### src/rtl/ps2_host_tx.sv
// ps2_host_tx: PS/2 host-to-device command byte transmitter; define PS2_TX_RESEND_EN for up to 2 automatic retries
module ps2_host_tx #(
    parameter int INHIBIT_CYCLES = 2500,
    parameter int TIMEOUT_CYCLES = 375000,
    parameter int FILTER_LEN     = 8
) (
    input  logic       clk,
    input  logic       reset_n,
    input  logic [7:0] tx_data,
    input  logic       tx_valid,
    output logic       tx_ready,
    input  logic       ps2_clk_in,
    input  logic       ps2_data_in,
    output logic       ps2_clk_oe,
    output logic       ps2_data_oe,
    output logic       busy,
    output logic       done,
    output logic       error
);
    localparam int IW = $clog2(INHIBIT_CYCLES);
    localparam int TW = $clog2(TIMEOUT_CYCLES);
    localparam int FW = $clog2(FILTER_LEN);

    typedef enum logic [3:0] {IDLE, INHIBIT, RELEASE, SEND, STOP, ACK, WAITIDLE, OK, FAIL} state_t;

    state_t        state, state_n;
    logic [1:0]    clk_s, data_s;
    logic [FW-1:0] fcnt;
    logic          clk_f, clk_f_d, fall;
    logic [IW-1:0] icnt, icnt_n;
    logic [TW-1:0] tcnt, tcnt_n;
    logic [3:0]    bitcnt, bitcnt_n;
    logic [8:0]    shreg, shreg_n, frame;
    logic          data_oe_n, accept, timeout, retry;

    assign tx_ready   = state == IDLE;
    assign busy       = !tx_ready;
    assign accept     = tx_valid && tx_ready;
    assign timeout    = tcnt == TW'(TIMEOUT_CYCLES - 1);
    assign ps2_clk_oe = state == INHIBIT || state == RELEASE;
    assign done       = state == OK;
    assign error      = state == FAIL && !retry;
    assign fall       = clk_f_d && !clk_f;

`ifdef PS2_TX_RESEND_EN
    logic [1:0] rcnt;
    logic [7:0] byte_q;

    assign retry = rcnt != 2'd2;
    assign frame = {~^byte_q, byte_q};

    // keep the accepted byte for retransmission and count consecutive failed attempts
    always_ff @(posedge clk) begin
        if (!reset_n) begin
            rcnt   <= '0;
            byte_q <= '0;
        end else if (accept) begin
            rcnt   <= '0;
            byte_q <= tx_data;
        end else if (state == FAIL && retry) begin
            rcnt <= rcnt + 1'b1;
        end
    end
`else
    assign retry = 1'b0;
    assign frame = '0;
`endif

    // synchronise both pins and accept a new ps2_clk level only after FILTER_LEN equal samples
    always_ff @(posedge clk) begin
        if (!reset_n) begin
            clk_s   <= 2'b11;
            data_s  <= 2'b11;
            fcnt    <= '0;
            clk_f   <= 1'b1;
            clk_f_d <= 1'b1;
        end else begin
            clk_s   <= {clk_s[0], ps2_clk_in};
            data_s  <= {data_s[0], ps2_data_in};
            clk_f_d <= clk_f;
            if (clk_s[1] == clk_f) begin
                fcnt <= '0;
            end else if (fcnt == FW'(FILTER_LEN - 1)) begin
                clk_f <= clk_s[1];
                fcnt  <= '0;
            end else begin
                fcnt <= fcnt + 1'b1;
            end
        end
    end

    // state and datapath registers; reset releases both lines on the same edge
    always_ff @(posedge clk) begin
        if (!reset_n) begin
            state       <= IDLE;
            icnt        <= '0;
            tcnt        <= '0;
            bitcnt      <= '0;
            shreg       <= '0;
            ps2_data_oe <= 1'b0;
        end else begin
            state       <= state_n;
            icnt        <= icnt_n;
            tcnt        <= tcnt_n;
            bitcnt      <= bitcnt_n;
            shreg       <= shreg_n;
            ps2_data_oe <= data_oe_n;
        end
    end

    // next-state logic: inhibit, request, then shift one bit per device falling edge
    always_comb begin
        state_n   = state;
        icnt_n    = icnt;
        tcnt_n    = tcnt;
        bitcnt_n  = bitcnt;
        shreg_n   = shreg;
        data_oe_n = ps2_data_oe;
        case (state)
            IDLE: begin
                if (accept) begin
                    state_n = INHIBIT;
                    icnt_n  = '0;
                    shreg_n = {~^tx_data, tx_data};
                end
            end
            INHIBIT: begin
                icnt_n = icnt + 1'b1;
                if (icnt == IW'(INHIBIT_CYCLES - 1)) begin
                    data_oe_n = 1'b1;
                    state_n   = RELEASE;
                end
            end
            RELEASE: begin
                tcnt_n   = '0;
                bitcnt_n = '0;
                state_n  = SEND;
            end
            SEND, STOP, ACK, WAITIDLE: begin
                tcnt_n = tcnt + 1'b1;
                if (timeout) begin
                    data_oe_n = 1'b0;
                    state_n   = FAIL;
                end else if (state == WAITIDLE) begin
                    state_n = (clk_f && data_s[1]) ? OK : WAITIDLE;
                end else if (fall) begin
                    if (state == SEND) begin
                        data_oe_n = ~shreg[0];
                        shreg_n   = shreg >> 1;
                        bitcnt_n  = bitcnt + 1'b1;
                        state_n   = (bitcnt == 4'd8) ? STOP : SEND;
                    end else if (state == STOP) begin
                        data_oe_n = 1'b0;
                        state_n   = ACK;
                    end else begin
                        state_n = data_s[1] ? FAIL : WAITIDLE;
                    end
                end
            end
            OK: state_n = IDLE;
            FAIL: begin
                data_oe_n = 1'b0;
                state_n   = retry ? INHIBIT : IDLE;
                icnt_n    = '0;
                shreg_n   = retry ? frame : shreg;
            end
            default: state_n = IDLE;
        endcase
    end
endmodule

### config.mk
export PLATFORM = sky130hd
export DESIGN_NAME = ps2_host_tx
export DESIGN_NICKNAME = d
export VERILOG_FILES = /design/src/rtl/ps2_host_tx.sv
export SDC_FILE = /design/constraint.sdc
export NUM_CORES = 1
export LEC_CHECK = 0
export ABC_CLOCK_PERIOD_IN_PS = 5000
export BUFFER_PORTS_ARGS = -buffer_cell sky130_fd_sc_hd__buf_2
export CORE_AREA = 3 3 73 75
export CTS_BUF_LIST = sky130_fd_sc_hd__clkbuf_8
export DETAILED_ROUTE_END_ITERATION = 10
export DIE_AREA = 0 0 76 78
export HOLD_SLACK_MARGIN = 0.1
export PLACE_DENSITY = 0.85
export SLEW_MARGIN = 20
export SYNTH_ARGS = -nofsm -noshare
export SYNTH_HDL_FRONTEND = slang
export SYNTH_SLANG_ARGS = --single-unit
### constraint.sdc
create_clock -name clk -period 5 [get_ports clk]
set_clock_uncertainty 0.05 [all_clocks]
set_input_delay 0.5 -clock clk [delete_from_list [all_inputs] [get_ports clk]]
set_output_delay 0.5 -clock clk [all_outputs]
set_load 0.02 [all_outputs]
; Word level (Yosys, flattened, before mapping)
; Index checks and enable logic that the tools add are counted.
[classes]
eq_ne = 23
n_reduce_logical = 20
n_addsub = 4
bitwise = 3
muxes = 32
[op_table]
columns = op, count
row1 = 4-bit two-way mux, 12
row2 = 9-bit two-way mux, 5
row3 = 19-bit case mux with 2 select lines, 1
row4 = 12-bit case mux with 3 select lines, 1
row5 = "19-bit by 1-bit adder with 19-bit output, second input constant", 1
row6 = "19-bit equality test, second input constant", 1
row7 = 9-bit case mux with 2 select lines, 1
row8 = "4-bit by 3-bit equality test with 1-bit output, second input constant", 4
row9 = 4-bit case mux with 4 select lines, 1
row10 = "12-bit by 1-bit adder with 12-bit output, second input constant", 1
row11 = "12-bit equality test, second input constant", 1
row12 = 12-bit two-way mux, 1
row13 = 5-bit AND reduction, 2
row14 = "4-bit by 2-bit equality test with 1-bit output, second input constant", 2
row15 = "4-bit equality test, second input constant", 2
row16 = "2-bit != test, second input constant", 4
row17 = "4-bit != test, second input constant", 2
row18 = 4-bit case mux with 2 select lines, 1
row19 = 8-bit XNOR reduction, 1
row20 = 1-bit two-way mux, 7
row21 = "3-bit != test, second input constant", 2
row22 = 6-bit AND reduction, 1
row23 = 3-bit nonzero test, 2
row24 = "4-bit by 1-bit adder with 4-bit output, second input constant", 1
row25 = 17 further kinds, 25
[word_totals]
wordCells = 93
out_inout_bits = 6
input_bits = 13
ff_bits = 58

; Longest topological paths before layout
; Gate-level depths: netlist of run 1.
[depth]
depth_word = 7
ltp_mapped = 8
mapped_depth_nobuf = 7

; Worst setup path before layout of run 1
; No wires, ideal clock.
[synth_path]
kind = reg2reg
from = register state[1]
to = register ps2_data_oe
path_buffers = 2
arrival_ps = 2027
setup_slack_ps = 2832
path_stages_with_launch = 8
setup_ps = 91
required_time_ps = 4859
synth_period_minus_slack_ps = 2168
cell_sequence = dfxtp_1 -> buf_2 -> clkbuf_1 -> nor4b_1 -> inv_1 -> a21oi_1 -> a21oi_1 -> a311oi_1
[synth_via]
elab_cells_between_ends = 18
cone_classes = 10 x eq/ne / 5 x mux / 3 x reduce/logical
[synth_rtl]
columns = element, line_no
row1 = from (decl), 26  ; state_t state, state_n;
row2 = from (signal assigned), 102  ; state <= state_n;
row3 = 4-bit equality test (*), n/a
row4 = via error, 18  ; output logic error
row5 = 3-bit nonzero test (no line), n/a
row6 = 5-bit AND reduction (no line), n/a
row7 = to (signal assigned), 107  ; ps2_data_oe <= data_oe_n;
row8 = to (decl), 15  ; output logic ps2_data_oe,
; Mark *: on every way through the listed nets, which the timed path passes. The rest lies on a longest branch. The select of a mux whose other input is x is not followed.
; A chain may end at the register's enable or synchronous reset.

; Worst setup path after layout of run 1
[layout_path]
from = register state[3]
to = output tx_ready
[layout_via]
elab_chain_cells = 1
[layout_lines]
columns = element, line_no
row1 = 4-bit logical NOT, 36  ; assign tx_ready = state == IDLE;
row2 = to (decl), 11  ; output logic tx_ready,
; No other way between the ends.

==> impl_metrics.ini, run 1 <==
[run_status]
status = complete, no violations

[placed_design]
globalplace.congestion = 0.890
dp.cells = 437
dpl.hpwl_um = 4580
portBuffers = 18

[route]
vias_per_cell = 6.14
vias = 2777
met2_wirelength_um = 3220
final_antenna_net_count = 0
met1_length_um = 2990
first_pass_iters = 6
drt_iter0_markers = 188
met3_length_um = 352
routed.top_layer = met4
drc = 0
wire_per_inst_um = 14.8
drt-total-wl_um = 6710

[worst_setup_path]
crit_required_ps = 4450
worstReg2RegStart = state[1]
crit_path_top_delay_cell = or4_1
worstPathCellList = or4_1 -> inv_1 -> buf_2
end_kind = primary output
cp-start-kind = flop
arrival_ps = 1830
crit_type = flop to primary output
critPathLaunch = state[3]
rr_worst_depth = 3
rr_endpoint = shreg[3]
r2r_slack_ps = 2620
crit_fanout = 19
max_stage_delay_ps = 670

[timing]
fin_crit_ps = 2380
rsz0062_at_grt = false
worst_pin_slew_ps = 803
final_hold_viol_count = 0
slew_violations = 0
fin_crit_sh = 0.477
fin_hold_ws_ps = 290
maxSlewHeadroom = 0.458
setup_viol = 0
fmax_mhz = 420
tns_ps = 0

[floorplanning]
dieHeight_um = 78
row_count = 25
dieWidth_um = 76
core_area_mm2 = 0.00472
ioPinCount = 19
fp.dieArea_mm2 = 0.00593
start_util = 0.672

[power]
ir_worst_vdd_v = 0.000245
power.density_mw_per_mm2 = 381
p_leak_nw = 1.24
power_w = 0.00131

[clock_tree]
clock_sinks = 58
cts-htree-levels = 3
path_clk_slew_ps = 60
cts_buffers = 9
postCtsSetupBuffers = 0
cts_tree = done
ctsLongestPathBuffers = 2
cts-root-buf = clkbuf_8
hold_buffers = 0
cts_resized = 0
clock_latency_ps = 340

[grt]
first_global_vias = 2526
grt_pass1_wl_um = 11300
gr-total-overflow = 0
antenna_found_initial = 0
grt_use_total = 0.236
grt_max_degree = 26

[final_layout]
area_growth_pct = 8.16
nets = 400
final_cell_mix = dfxtp_1 (58), nor2_1 (41), nand2_1 (29)
drive_above_1_share = 0.164
final_util = 0.727
final_cells = 452
diodes = 0
final_common_cell = dfxtp_1

[synthesis]
yosys_most_used_dff = dfxtp_1
synthCells = 373
synth_warnings = 0
synth_edf_count = 0
syn_area_mm2 = 0.00317
avgSynthCellArea_um2 = 8.51
synth_async_sr_flop_share = 0
yosysUniqueCellTypes = 68
synth-seq-cells = 58
seq_area_frac_synth = 0.366
synth_nets = 392

[hold_path]
min-delay-start = ps2_data_in
holdCritPathClass = input pin to flop
whs_path_depth = 2
hold_path_end = data_s[0]

[run]
maxCapViolCount = 0
-- per-layer routing --
metal | up-vias | track usage
met5 | - | 0
li1 | 1369 | -
met4 | 0 | 0.107
met2 | 85 | 0.389
met1 | 1307 | 0.287
met3 | 16 | 0.0696
-- where the power goes --
part,internal [W],switching (W),total (W)
Clock,0.000265,0.000175,0.000441
Combinational,0.000126,0.000182,0.000308
Sequential,0.000504,0.0000558,0.000560
Total,0.000896,0.000413,0.00131
-- critical path, delay by kind of cell, from the launching register on --
kind                   cells  cell delay, ps
buffers and inverters      2             330
AND/OR/NAND/NOR            1             670
flip-flops                 1             490
-- logic make-up (layout without fill, tap and decap cells) --
family | Yosys count | count (layout) | synth area share
muxes | 10 | 10 | 0.0327
and+or+nand+nor | 167 | 167 | 0.289
DFF | 58 | 58 | 0.366
xor gates and xnor gates | 18 | 18 | 0.0497
buffers and inverters | 33 | 45 | 0.0528
adders and majority gates | 6 | 6 | 0.0237
AOI/OAI and AO/OA | 81 | 81 | 0.186
-- synth_stat cells, types with 2 or more instances --
cell type | instances | area (µm²)
a32oi_1 | 2 | 17.5
dfxtp_1 | 58 | 1160
nand3b_1 | 5 | 37.5
or3_2 | 2 | 15.0
nor4b_1 | 3 | 26.3
o21ai_1 | 2 | 10.0
o21a_1 | 2 | 15.0
nand2b_1 | 9 | 56.3
nor4_1 | 5 | 31.3
mux2_2 | 3 | 33.8
clkbuf_1 | 14 | 52.6
and2_1 | 7 | 43.8
nor2b_1 | 4 | 25.0
o21ai_0 | 16 | 80.1
buf_6 | 5 | 56.3
a2111oi_2 | 2 | 30.0
and3_1 | 3 | 18.8
o31ai_1 | 2 | 15.0
nor3_1 | 8 | 40.0
o31a_1 | 2 | 17.5
o221a_2 | 8 | 90.1
buf_2 | 2 | 10.0
a31oi_1 | 2 | 12.5
a21oi_2 | 2 | 17.5
nor3b_1 | 2 | 15.0
mux2i_1 | 7 | 70.1
a211oi_1 | 3 | 22.5
nand4_1 | 10 | 62.6
a21oi_1 | 23 | 115
nor2_1 | 41 | 154
xor2_1 | 5 | 43.8
nand3_1 | 17 | 85.1
and4_1 | 3 | 26.3
xnor2_1 | 13 | 114
nand2_1 | 29 | 109
nand4b_1 | 2 | 17.5
or3_1 | 4 | 25.0
ha_1 | 6 | 75.1
inv_1 | 11 | 41.3
-- registers in the layout (all words and copies together) (netlist names) --
signal / cells
clk_f: 1
clk_s: 2
ps2_data_oe: 1
fcnt: 3
icnt: 12
state: 4
clk_f_d: 1
bitcnt: 4
tcnt: 19
shreg: 9
data_s: 2
-- worst max-delay path by stage --
stage                        endpoint  cells past startpoint  slack [ps]
after floorplan           ps2_data_oe                      7        2830
after global placement       shreg[5]                      3        2780
after detailed placement     shreg[5]                      3        2650
after CTS                    tx_ready                      3        2640
after global routing         shreg[2]                      3        2370
final                        tx_ready                      3        2620
-- per-stage QoR --
stage,area (µm²),worst slack (ps)
2_1_floorplan,3170,2830
3_3_place_gp,3230,2780
3_5_place_dp,3230,2650
4_1_cts,3430,2640
5_1_grt,3430,2370
6_report,3430,2620
-- cell type report --
class                   instances  area [µm²]
flip-flops and latches         58        1160
multi-input cells             282        1840
clock buffers                  12         165
fillers                       349        1290
repair buffers                 19        97.6
clock inverters                 3        38.8
inverters                      11        41.3
well taps                      67        83.8
(Power assumes the default switching activity.)
==> run 2: changes to the inputs <==
Settings changed: ABC_AREA set to 1, ABC_CLOCK_PERIOD_IN_PS 5000 to 2200, CORE_AREA 3 3 73 75 to 3 3 79 81, DIE_AREA 0 0 76 78 to 0 0 82 84, PLACE_DENSITY 0.85 to 0.79.
Clock period 5 ns to 2.2 ns, I/O delays scaled along.
==> run 2 against run 1 <==
Effect of this change: utilization shrank 3.8 points; worst setup slack worse by 2300 ps; global-route usage grew 2.1 points; sequential cell count unchanged; clock power rose to 2.5 times the previous value; die area up 16%; hold slack got worse by 140 ps; area after synthesis increased by 9.1%; clock-buffer cell count fell by 2.
==> impl_metrics.ini, run 2 <==
[synthesis]
synth-seq-cells = 58
synthCells = 526
avgSynthCellArea_um2 = 6.58
synth_most_common_cell = nand2_1
synth_warnings = 0
yosysTopAreaCell = dfxtp_1
synth_edf_count = 0
synth_nets = 545
yosysTopAreaCellShare = 0.335
yosys_most_used_dff = dfxtp_1
syn_area_mm2 = 0.00346
synthTopCellsByArea = dfxtp_1 (34%), nand2_1 (16%), nand3_1 (6.2%)
yosysUniqueCellTypes = 41
synth_async_sr_flop_share = 0
seq_area_frac_synth = 0.335
synth_commonest_cells = nand2_1 (148), dfxtp_1 (58), nor2_1 (56), inv_1 (52), nand3_1 (43)

[floorplanning]
core_area_mm2 = 0.00554
start_util = 0.625
ioPinCount = 19
dieWidth_um = 82
dieHeight_um = 84
row_count = 27
fp.dieArea_mm2 = 0.00689

[placed_design]
dpl.hpwl_um = 5700
globalplace.congestion = 0.892
portBuffers = 18

[route]
vias_per_cell = 5.49
drt-total-wl_um = 8040
final_antenna_net_count = 0
drt_iter0_markers = 286
vias = 3429
first_pass_iters = 5
drc = 0
wire_per_inst_um = 12.9

[grt]
first_global_vias = 3296
gr-total-overflow = 0
grt_use_total = 0.258
grt_pass1_wl_um = 14300
antenna_found_initial = 0
grt_max_degree = 37

[clock_tree]
path_clk_slew_ps = 70
cts-root-buf = clkbuf_8
cts_tree = done
cts_buffers = 9
clock_latency_ps = 340
clock_sinks = 58
ctsLongestPathBuffers = 2
cts-htree-levels = 3
postCtsSetupBuffers = 0

[worst_setup_path]
setup.worst_path.end = ps2_clk_oe
max_stage_delay_ps = 350
crit_type = flop to primary output
crit_required_ps = 1930
crit_path_top_delay_cell = dfxtp_1
crit_top_cell = nor2_2
critPathLaunch = state[3]
crit_fanout = 5
rr_endpoint = tcnt[14]
worstReg2RegStart = tcnt[0]
worstPathCellList = nor2_2 -> nand2_1 -> nor2_2 -> nor2_1 -> inv_1 -> buf_2
r2r_slack_ps = 430
rr_worst_depth = 8
end_kind = primary output
cp-start-kind = flop
arrival_ps = 1630

[final_layout]
largest_reg_flops = 19
final_util = 0.689
diodes = 0
top_regs = tcnt: 19 flops, icnt: 12 flops, shreg: 9 flops
area_growth_pct = 10.3
largest_register = tcnt
nets = 567
final_cell_mix = nand2_1 (148), dfxtp_1 (58), nor2_1 (56)
final_common_cell = nand2_1
drive_above_1_share = 0.128

[power]
power.density_mw_per_mm2 = 910
p_leak_nw = 1.59
ir_worst_vdd_v = 0.000521

[timing]
maxSlewHeadroom = 0.729
fmax_mhz = 527
worst_pin_slew_ps = 406
rsz0062_at_grt = false
setup_viol = 0
final_hold_viol_count = 0
tns_ps = 0
fin_crit_ps = 1900
fin_crit_sh = 0.863
slew_violations = 0

[run_status]
status = complete, no violations

[hold_path]
whs_path_depth = 2
holdCritPathClass = input pin to flop

[run]
maxCapViolCount = 0
==> run 2: cell count changes in the layout (fill, tap and decap cells not counted), sizes merged, moves of 6 or more <==
| cell | before | now |
|---|---|---|
| nor3 | 8 | 16 |
| nor2 | 41 | 64 |
| xnor2 | 13 | 4 |
| nand3 | 17 | 45 |
| nand2 | 29 | 157 |
| mux2i | 7 | 0 |
| a21oi | 25 | 41 |
| or3 | 7 | 0 |
| nor4 | 6 | 0 |
| and2 | 8 | 1 |
| inv | 12 | 61 |
| o221a | 8 | 0 |
| nand2b | 9 | 0 |
==> run 2: how the worst min path moves through the flow <==
stage                end       start  slack, ps
6_report         clk_f_d     reset_n        150
5_1_grt          clk_f_d     reset_n        170
3_3_place_gp   data_s[1]   data_s[0]        350
4_1_cts          clk_f_d     reset_n        140
2_1_floorplan   clk_s[0]  ps2_clk_in        280
3_5_place_dp   data_s[1]   data_s[0]        350
==> run 2: repair_timing <==
item | in CTS | in global routing
gates resized for setup | 0 | 0
hold endpoints to repair | 2 | 0
hold buffers | 2 | 0
==> run 2: area by class of cell <==
class / count / area, µm²
Clock inverter: 6 / 82.6
Sequential cell: 58 / 1160
Fill cell: 500 / 1720
Inverter: 61 / 235
Tap cell: 72 / 90.1
Multi-Input combinational cell: 396 / 1990
Clock buffer: 10 / 138
Timing Repair Buffer: 22 / 125
==> run 2: power by group <==
group | internal, W | total (W) | switching, W | leakage (nW)
Combinational | 0.000329 | 0.00110 | 0.000769 | 1.01
Clock | 0.000660 | 0.00111 | 0.000450 | 0.111
Sequential | 0.00117 | 0.00126 | 0.0000981 | 0.471
==> run 2: worst max-delay path: cells and delay by family (launching register included) <==
| family | cells | cell delay [ps] |
|---|---|---|
| and+or+nand+nor | 4 | 720 |
| DFF | 1 | 350 |
| buffers and inverters | 2 | 210 |
==> run 2: cell families (layout without fill, tap and decap cells) <==
| group | after synthesis | count (layout) | share of synthesized area |
|---|---|---|---|
| AND/OR/NAND/NOR | 306 | 306 | 0.405 |
| AO/OA/AOI/OAI | 72 | 72 | 0.116 |
| flip-flops | 58 | 58 | 0.335 |
| buffers and inverters | 72 | 99 | 0.0911 |
| XOR/XNOR | 12 | 12 | 0.0304 |
| adder cells (fa/ha/maj) | 6 | 6 | 0.0217 |
==> run 2: metrics by stage <==
| stage | cells | total power [W] | area [µm²] | setup slack, ps | hold WS (ps) |
|---|---|---|---|---|---|
| after global routing | 625 | 0.00368 | 3820 | 109 | 175 |
| after global placement | 607 | 0.00234 | 3580 | 517 | 348 |
| after CTS | 625 | 0.00347 | 3820 | 299 | 140 |
| final | 625 | 0.00347 | 3820 | 301 | 148 |
| after detailed placement | 607 | 0.00237 | 3580 | 477 | 351 |
| after floorplan | 526 | 0.00214 | 3460 | 708 | 277 |
==> run 2: layer usage <==
metal,vias up,routed length (µm),GRT usage
met5,-,0,0
met4,0,139,0.0891
met3,16,309,0.0518
met2,74,3710,0.406
met1,1590,3880,0.345
li1,1749,-,-
